`config.mk`:
```
export PLATFORM = sky130hd
export DESIGN_NAME = pipe_hazard_ctrl
export DESIGN_NICKNAME = d
export VERILOG_FILES = /design/src/rtl/pipe_hazard_ctrl_pkg.sv /design/src/rtl/pipe_hazard_ctrl_fwd_sel.sv /design/src/rtl/pipe_hazard_ctrl.sv
export SDC_FILE = /design/constraint.sdc
export NUM_CORES = 1
export LEC_CHECK = 0
export BUFFER_PORTS_ARGS = -buffer_cell sky130_fd_sc_hd__buf_2
export CAP_MARGIN = 20
export CELL_PAD_IN_SITES_DETAIL_PLACEMENT = 1
export CELL_PAD_IN_SITES_GLOBAL_PLACEMENT = 1
export CORE_MARGIN = 3
export CORE_UTILIZATION = 25
export CTS_CLUSTER_SIZE = 8
export DETAILED_ROUTE_END_ITERATION = 10
export PLACE_DENSITY = 0.89
export SLEW_MARGIN = 30
export SYNTH_ARGS = -nofsm -noshare
export SYNTH_HDL_FRONTEND = slang
export SYNTH_SLANG_ARGS = --single-unit
```
`constraint.sdc`:
```
create_clock -name clock -period 1.8 [get_ports clock]
set_input_delay 0.09 -clock clock [delete_from_list [all_inputs] [get_ports clock]]
set_output_delay 0.09 -clock clock [all_outputs]
set_load 0.1 [all_outputs]
```
`src/rtl/pipe_hazard_ctrl_pkg.sv`:
```
// Shared definitions for the pipeline hazard/sequencing controller.
// Holds the forward-select encodings, the mult/div FSM states and the
// zero-register constant, plus a small register-match helper.
package pipe_hazard_ctrl_pkg;

  // Operand bypass select encodings
  localparam logic [1:0] FWD_REG = 2'b00;  // value latched in DX
  localparam logic [1:0] FWD_XM  = 2'b01;  // ALU result sitting in XM
  localparam logic [1:0] FWD_WB  = 2'b10;  // writeback data

  // Architectural register 0 is hardwired to zero and never a real producer
  localparam logic [4:0] REG_ZERO = 5'd0;

  // Mult/div sequencing states
  typedef enum logic [0:0] {
    ST_RUN     = 1'b0,
    ST_MD_BUSY = 1'b1
  } md_state_t;

  // True when a writing producer with destination dst feeds source src
  function automatic logic reg_hit(input logic [4:0] src,
                                   input logic [4:0] dst,
                                   input logic       we);
    return we && (dst != REG_ZERO) && (dst == src);
  endfunction

endpackage

```
`src/rtl/pipe_hazard_ctrl_fwd_sel.sv`:
```
// Bypass select for one ALU operand: picks XM result, WB data or the latched value.
// Latency: purely combinational.
// Backpressure: none; the caller decides whether the select is used.
module hazard_fwd_sel
  import pipe_hazard_ctrl_pkg::*;
(
  input  logic [4:0] src,
  input  logic [4:0] m_rd,
  input  logic       m_we,
  input  logic [4:0] w_rd,
  input  logic       w_we,
  output logic [1:0] sel
);

  // The youngest producer (memory stage) wins over writeback
  always_comb begin
    sel = FWD_REG;
    if (reg_hit(src, m_rd, m_we)) begin
      sel = FWD_XM;
    end else if (reg_hit(src, w_rd, w_we)) begin
      sel = FWD_WB;
    end
  end

endmodule

```
`src/rtl/pipe_hazard_ctrl.sv`:
```
// Hazard/sequencing controller: latch enables, flush/bubble, bypass selects, mult/div sequencing.
// Latency: all control outputs combinational; FSM and busy counter update on the falling clock edge.
// Backpressure: freezes PC/FD/DX and bubbles XM while mult/div is busy; load-use stalls PC/FD.
// Option macro PIPE_BYPASS_EN: when undefined, no bypass and any in-flight producer stalls decode.
module pipe_hazard_ctrl
  import pipe_hazard_ctrl_pkg::*;
#(
  parameter int MD_MAX_CYCLES = 40,
  parameter int CNT_W         = 6
) (
  input  logic       clock,
  input  logic       reset,
  input  logic [4:0] d_rs,
  input  logic [4:0] d_rt,
  input  logic       d_uses_rt,
  input  logic [4:0] x_rs,
  input  logic [4:0] x_rt,
  input  logic [4:0] x_rd,
  input  logic       x_we,
  input  logic       x_is_load,
  input  logic       x_is_md,
  input  logic       x_br_taken,
  input  logic [4:0] m_rd,
  input  logic [4:0] w_rd,
  input  logic       m_we,
  input  logic       w_we,
  input  logic       md_ready,
  output logic       pc_we,
  output logic       fd_we,
  output logic       dx_we,
  output logic       fd_flush,
  output logic       dx_flush,
  output logic       xm_bubble,
  output logic [1:0] fwd_a,
  output logic [1:0] fwd_b,
  output logic       md_start,
  output logic       md_busy,
  output logic       md_timeout
);

  localparam logic [CNT_W-1:0] CNT_LIMIT = CNT_W'(MD_MAX_CYCLES);
  localparam logic [CNT_W-1:0] CNT_ONE   = CNT_W'(1);

  md_state_t        state, state_nxt;
  logic [CNT_W-1:0] cnt, cnt_nxt;
  logic             md_stall;
  logic             load_stall;

  // FSM state and busy counter move with the pipeline latches (falling edge)
  always_ff @(negedge clock or negedge reset) begin
    if (!reset) begin
      state <= ST_RUN;
      cnt   <= '0;
    end else begin
      state <= state_nxt;
      cnt   <= cnt_nxt;
    end
  end

  // Mult/div sequencing: start pulse, busy stall, ready release and watchdog
  always_comb begin
    state_nxt  = state;
    cnt_nxt    = cnt;
    md_start   = 1'b0;
    md_stall   = 1'b0;
    md_timeout = 1'b0;
    md_busy    = (state == ST_MD_BUSY);
    case (state)
      ST_RUN: begin
        // A taken branch in X means the mult/div is on a dead path; never launch it.
        // Holding reset also keeps the start pulse quiet.
        if (reset && x_is_md && !x_br_taken) begin
          md_start  = 1'b1;
          md_stall  = 1'b1;
          state_nxt = ST_MD_BUSY;
          cnt_nxt   = CNT_ONE;
        end
      end
      ST_MD_BUSY: begin
        // Ready wins over the watchdog when both land in the same cycle
        if (md_ready) begin
          state_nxt = ST_RUN;
          cnt_nxt   = '0;
        end else if (cnt == CNT_LIMIT) begin
          md_timeout = 1'b1;
          state_nxt  = ST_RUN;
          cnt_nxt    = '0;
        end else begin
          md_stall = 1'b1;
          cnt_nxt  = cnt + CNT_ONE;
        end
      end
      default: begin
        state_nxt = ST_RUN;
        cnt_nxt   = '0;
      end
    endcase
  end

`ifdef PIPE_BYPASS_EN
  logic [1:0] sel_a, sel_b;

  hazard_fwd_sel u_fwd_a (
    .src  (x_rs),
    .m_rd (m_rd),
    .m_we (m_we),
    .w_rd (w_rd),
    .w_we (w_we),
    .sel  (sel_a)
  );

  hazard_fwd_sel u_fwd_b (
    .src  (x_rt),
    .m_rd (m_rd),
    .m_we (m_we),
    .w_rd (w_rd),
    .w_we (w_we),
    .sel  (sel_b)
  );

  // Only a load result is too late to bypass into the next instruction
  always_comb begin
    fwd_a      = sel_a;
    fwd_b      = sel_b;
    load_stall = x_is_load &&
                 (reg_hit(d_rs, x_rd, 1'b1) || (d_uses_rt && reg_hit(d_rt, x_rd, 1'b1)));
  end
`else
  // Without bypass the X/M operand sources and WB destination are not needed
  logic unused_fwd_inputs;
  assign unused_fwd_inputs = ^{x_rs, x_rt, w_rd, w_we};

  // No bypass: decode must wait for any producer still in X or M
  always_comb begin
    fwd_a      = FWD_REG;
    fwd_b      = FWD_REG;
    load_stall = (x_is_load &&
                  (reg_hit(d_rs, x_rd, 1'b1) || (d_uses_rt && reg_hit(d_rt, x_rd, 1'b1))))
              || reg_hit(d_rs, x_rd, x_we) || reg_hit(d_rs, m_rd, m_we)
              || (d_uses_rt && (reg_hit(d_rt, x_rd, x_we) || reg_hit(d_rt, m_rd, m_we)));
  end
`endif

  // Latch control with priority flush > mult/div stall > load-use stall
  always_comb begin
    pc_we     = 1'b1;
    fd_we     = 1'b1;
    dx_we     = 1'b1;
    fd_flush  = 1'b0;
    dx_flush  = 1'b0;
    xm_bubble = 1'b0;
    if (x_br_taken) begin
      fd_flush = 1'b1;
      dx_flush = 1'b1;
    end else if (md_stall) begin
      pc_we     = 1'b0;
      fd_we     = 1'b0;
      dx_we     = 1'b0;
      xm_bubble = 1'b1;
    end else if (load_stall) begin
      // Hold PC and FD, let DX take a nop so the dependent instruction waits one cycle
      pc_we    = 1'b0;
      fd_we    = 1'b0;
      dx_flush = 1'b1;
    end
  end

endmodule
```
==> results.sh <==
export IMPL_status="finished, violations left"
export IMPL_violations="setup timing"
export IMPL_grt_max_degree=8
export IMPL_grt_ovfl_total=0
export IMPL_power_density_nw_per_um2=611
export IMPL_drtPass1Iterations=3
export IMPL_start_util_pct=27.3
export IMPL_start_kind="register"
export IMPL_yosys_area_top_type="xor2_1"
export IMPL_crit_path_max_incr_delay_ps=350
export IMPL_crit_slowest_cell="dfrtn_1"
export IMPL_async_flop_share_pct=100
export IMPL_hold_violations=0
export IMPL_synth_top_cell_area_share_pct=27.5
export IMPL_cp_required_ps=1710
export IMPL_rows=18
export IMPL_synth_area_leaders="xor2_1 27%, dfrtn_1 25%, buf_4 6.4%"
export IMPL_fin_tns_setup_ps=-9910
export IMPL_maxCapViolCount=0
export IMPL_hold_class="primary input to async pin"
export IMPL_arrival_ps=2680
export IMPL_p_total_uw=859
export IMPL_multi_input_area_um2=574
export IMPL_n_antenna_cell=0
export IMPL_antenna_found_initial=0
export IMPL_worst_slack_ps=-966
export IMPL_die_area_um2=3470
export IMPL_numCtsBuffers=3
export IMPL_nets=205
export IMPL_drt_initial_drc_count=22
export IMPL_clock_path_buffers=2
export IMPL_path_cells="inv_2, ha_4, nand2_4, nor3_4, nor2_2, nor2_2, inv_2, o21bai_4, buf_12"
export IMPL_yosysSeqAreaShare_pct=25.0
export IMPL_design_area_um2=1410
export IMPL_rsz0062_at_grt="yes"
export IMPL_ys_warn_count=0
export IMPL_syn_area_per_cell_um2=8.24
export IMPL_grt_pass1_vias=1079
export IMPL_skew_ps=4.18
export IMPL_dieWidth_um=58.9
export IMPL_synth_edf_count=0
export IMPL_drive_gt1_share_pct=58.0
export IMPL_cts_num_sinks=7
export IMPL_wire_per_inst_um=17.0
export IMPL_clk_pin_slew_worst_paths_ps=50
export IMPL_ys_ff_latch=7
export IMPL_core_um2=2570
export IMPL_io_pins=58
export IMPL_drcViolationCount=0
export IMPL_cts_tree="built"
export IMPL_dpl_hpwl_um=2160
export IMPL_place_congestion=0.927
export IMPL_wl_um=3170
export IMPL_htreeDepth=1
export IMPL_crit_type="register to output pin"
export IMPL_slew_viol_final=0
export IMPL_synthToLayoutAreaGrowth_pct=101
export IMPL_hold_buffers=0
export IMPL_port_buffers=37
export IMPL_vias_per_cell=4.85
export IMPL_grt_pass1_wl_um=4900
export IMPL_synth_flop_cell="dfrtn_1"
export IMPL_synthCells=85
export IMPL_end_kind="output pin"
export IMPL_fillers=313
export IMPL_die_h_um=58.9
export IMPL_synth_distinct_cells=24
export IMPL_syn_area_um2=701
export IMPL_ant_nets=0
export IMPL_setup_viol=12
export IMPL_place_area_um2=1190
export IMPL_insertion_delay_ps=260
export IMPL_register_area_um2=175
export IMPL_via_count=907
export IMPL_crit_fanout=3
export IMPL_p_leak_nw=0.708
export IMPL_dpl_worst_slack_ps=-839
export IMPL_grt_util_all_layers_pct=19.1
export IMPL_clockRootBuffer="clkbuf_4"
export IMPL_peakVddDrop_uv=615
[path summary, 6_finish.rpt]
kind,to,startpoint,slack (ps),cells past startpoint
worst max-delay path,pc_we,cnt[1]$_DFFE_NN0P_,-970,9
worst min-delay path,cnt[2]$_DFFE_NN0P_,reset,530,2
worst max register to register,cnt[2]$_DFFE_NN0P_,cnt[1]$_DFFE_NN0P_,-810,18
worst min register to register,cnt[4]$_DFFE_NN0P_,cnt[4]$_DFFE_NN0P_,620,3
max in group asynchronous,cnt[5]$_DFFE_NN0P_,reset,1100,2
min in group clock,cnt[4]$_DFFE_NN0P_,cnt[4]$_DFFE_NN0P_,620,3
[through the flow]
step                      util (%)  instances  hold WS, ps
after floorplan                  -         88          392
after global placement        46.5        167          560
after detailed placement      46.5        167          588
after CTS                     53.7        186          529
after global routing          54.8        187          534
final                         54.8        187          528
[per-layer routing]
layer	GRT usage [%]	routed length, µm
met1	17.2	1060
met2	40.5	1820
met3	3.95	225
met4	5.83	72
met5	0	0
[power by group]
group          switching, mW  leakage, nW  total [mW]  internal (mW)
Combinational          0.291        0.600       0.510          0.219
Clock                 0.0649       0.0150       0.150         0.0851
Sequential            0.0196       0.0928       0.199          0.180
[registers in the layout, indices dropped and copies added (netlist names)]
signal   count
cnt          6
md_busy      1
[Yosys cell counts (2+ instances only)]
| library cell | count |
|---|---|
| a32oi_1 | 2 |
| buf_4 | 6 |
| dfrtn_1 | 7 |
| ha_1 | 2 |
| inv_1 | 5 |
| nand2_1 | 3 |
| nand2b_1 | 4 |
| nand4_1 | 2 |
| nor2_1 | 10 |
| nor3_1 | 3 |
| nor4_1 | 3 |
| o22ai_1 | 3 |
| or4_1 | 2 |
| xnor2_1 | 2 |
| xor2_1 | 22 |
[logic make-up (layout without fill, tap and decap cells)]
family / after synthesis / count (layout) / share of synthesized area [%]
other cells: 1 / 4 / 0.535
compound gates: 9 / 9 / 8.75
fa+ha+maj: 2 / 2 / 3.57
xor+xnor: 24 / 24 / 30.0
simple gates: 31 / 31 / 23.0
buf+inv: 11 / 80 / 9.11
flops: 7 / 7 / 25.0
[layout by cell type, fill, tap and decap left out, types with 2 or more instances in the layout]
| cell | count |
|---|---|
| nand2b_4 | 3 |
| buf_12 | 8 |
| xnor2_1 | 2 |
| clkbuf_4 | 3 |
| buf_2 | 29 |
| dfrtn_1 | 7 |
| nor3_1 | 2 |
| nand4_1 | 2 |
| conb_1 | 4 |
| buf_6 | 3 |
| buf_4 | 31 |
| nor2_2 | 2 |
| nor4_1 | 2 |
| xor2_1 | 22 |
| o22ai_1 | 3 |
| nand2_1 | 2 |
| or4_1 | 2 |
| a32oi_1 | 2 |
| inv_2 | 3 |
| nor2_1 | 7 |
[cell type report]
| class | instances | share of cell area, % |
|---|---|---|
| clock buffers | 4 | 1.87 |
| repair buffers | 71 | 40.6 |
| multi-input cells | 70 | 40.8 |
| inverters | 5 | 1.60 |
| flip-flops and latches | 7 | 12.4 |
| well taps | 30 | 2.67 |
[worst max-delay path, delay by kind of cell, from the launching register on]
family                   cells  cell delay, ps
adder cells (fa/ha/maj)      1             140
AO/OA/AOI/OAI                1             190
flip-flops                   1             350
buffers and inverters        3             370
AND/OR/NAND/NOR              4             430
[what timing repair did]
item / in CTS / in global routing
setup endpoints to repair: 8 / 12
resized for setup: 12 / 5
pin swaps: 6 / 7
buffers inserted: 16 / 4
Note: power is estimated with default switching activity, not from simulation.
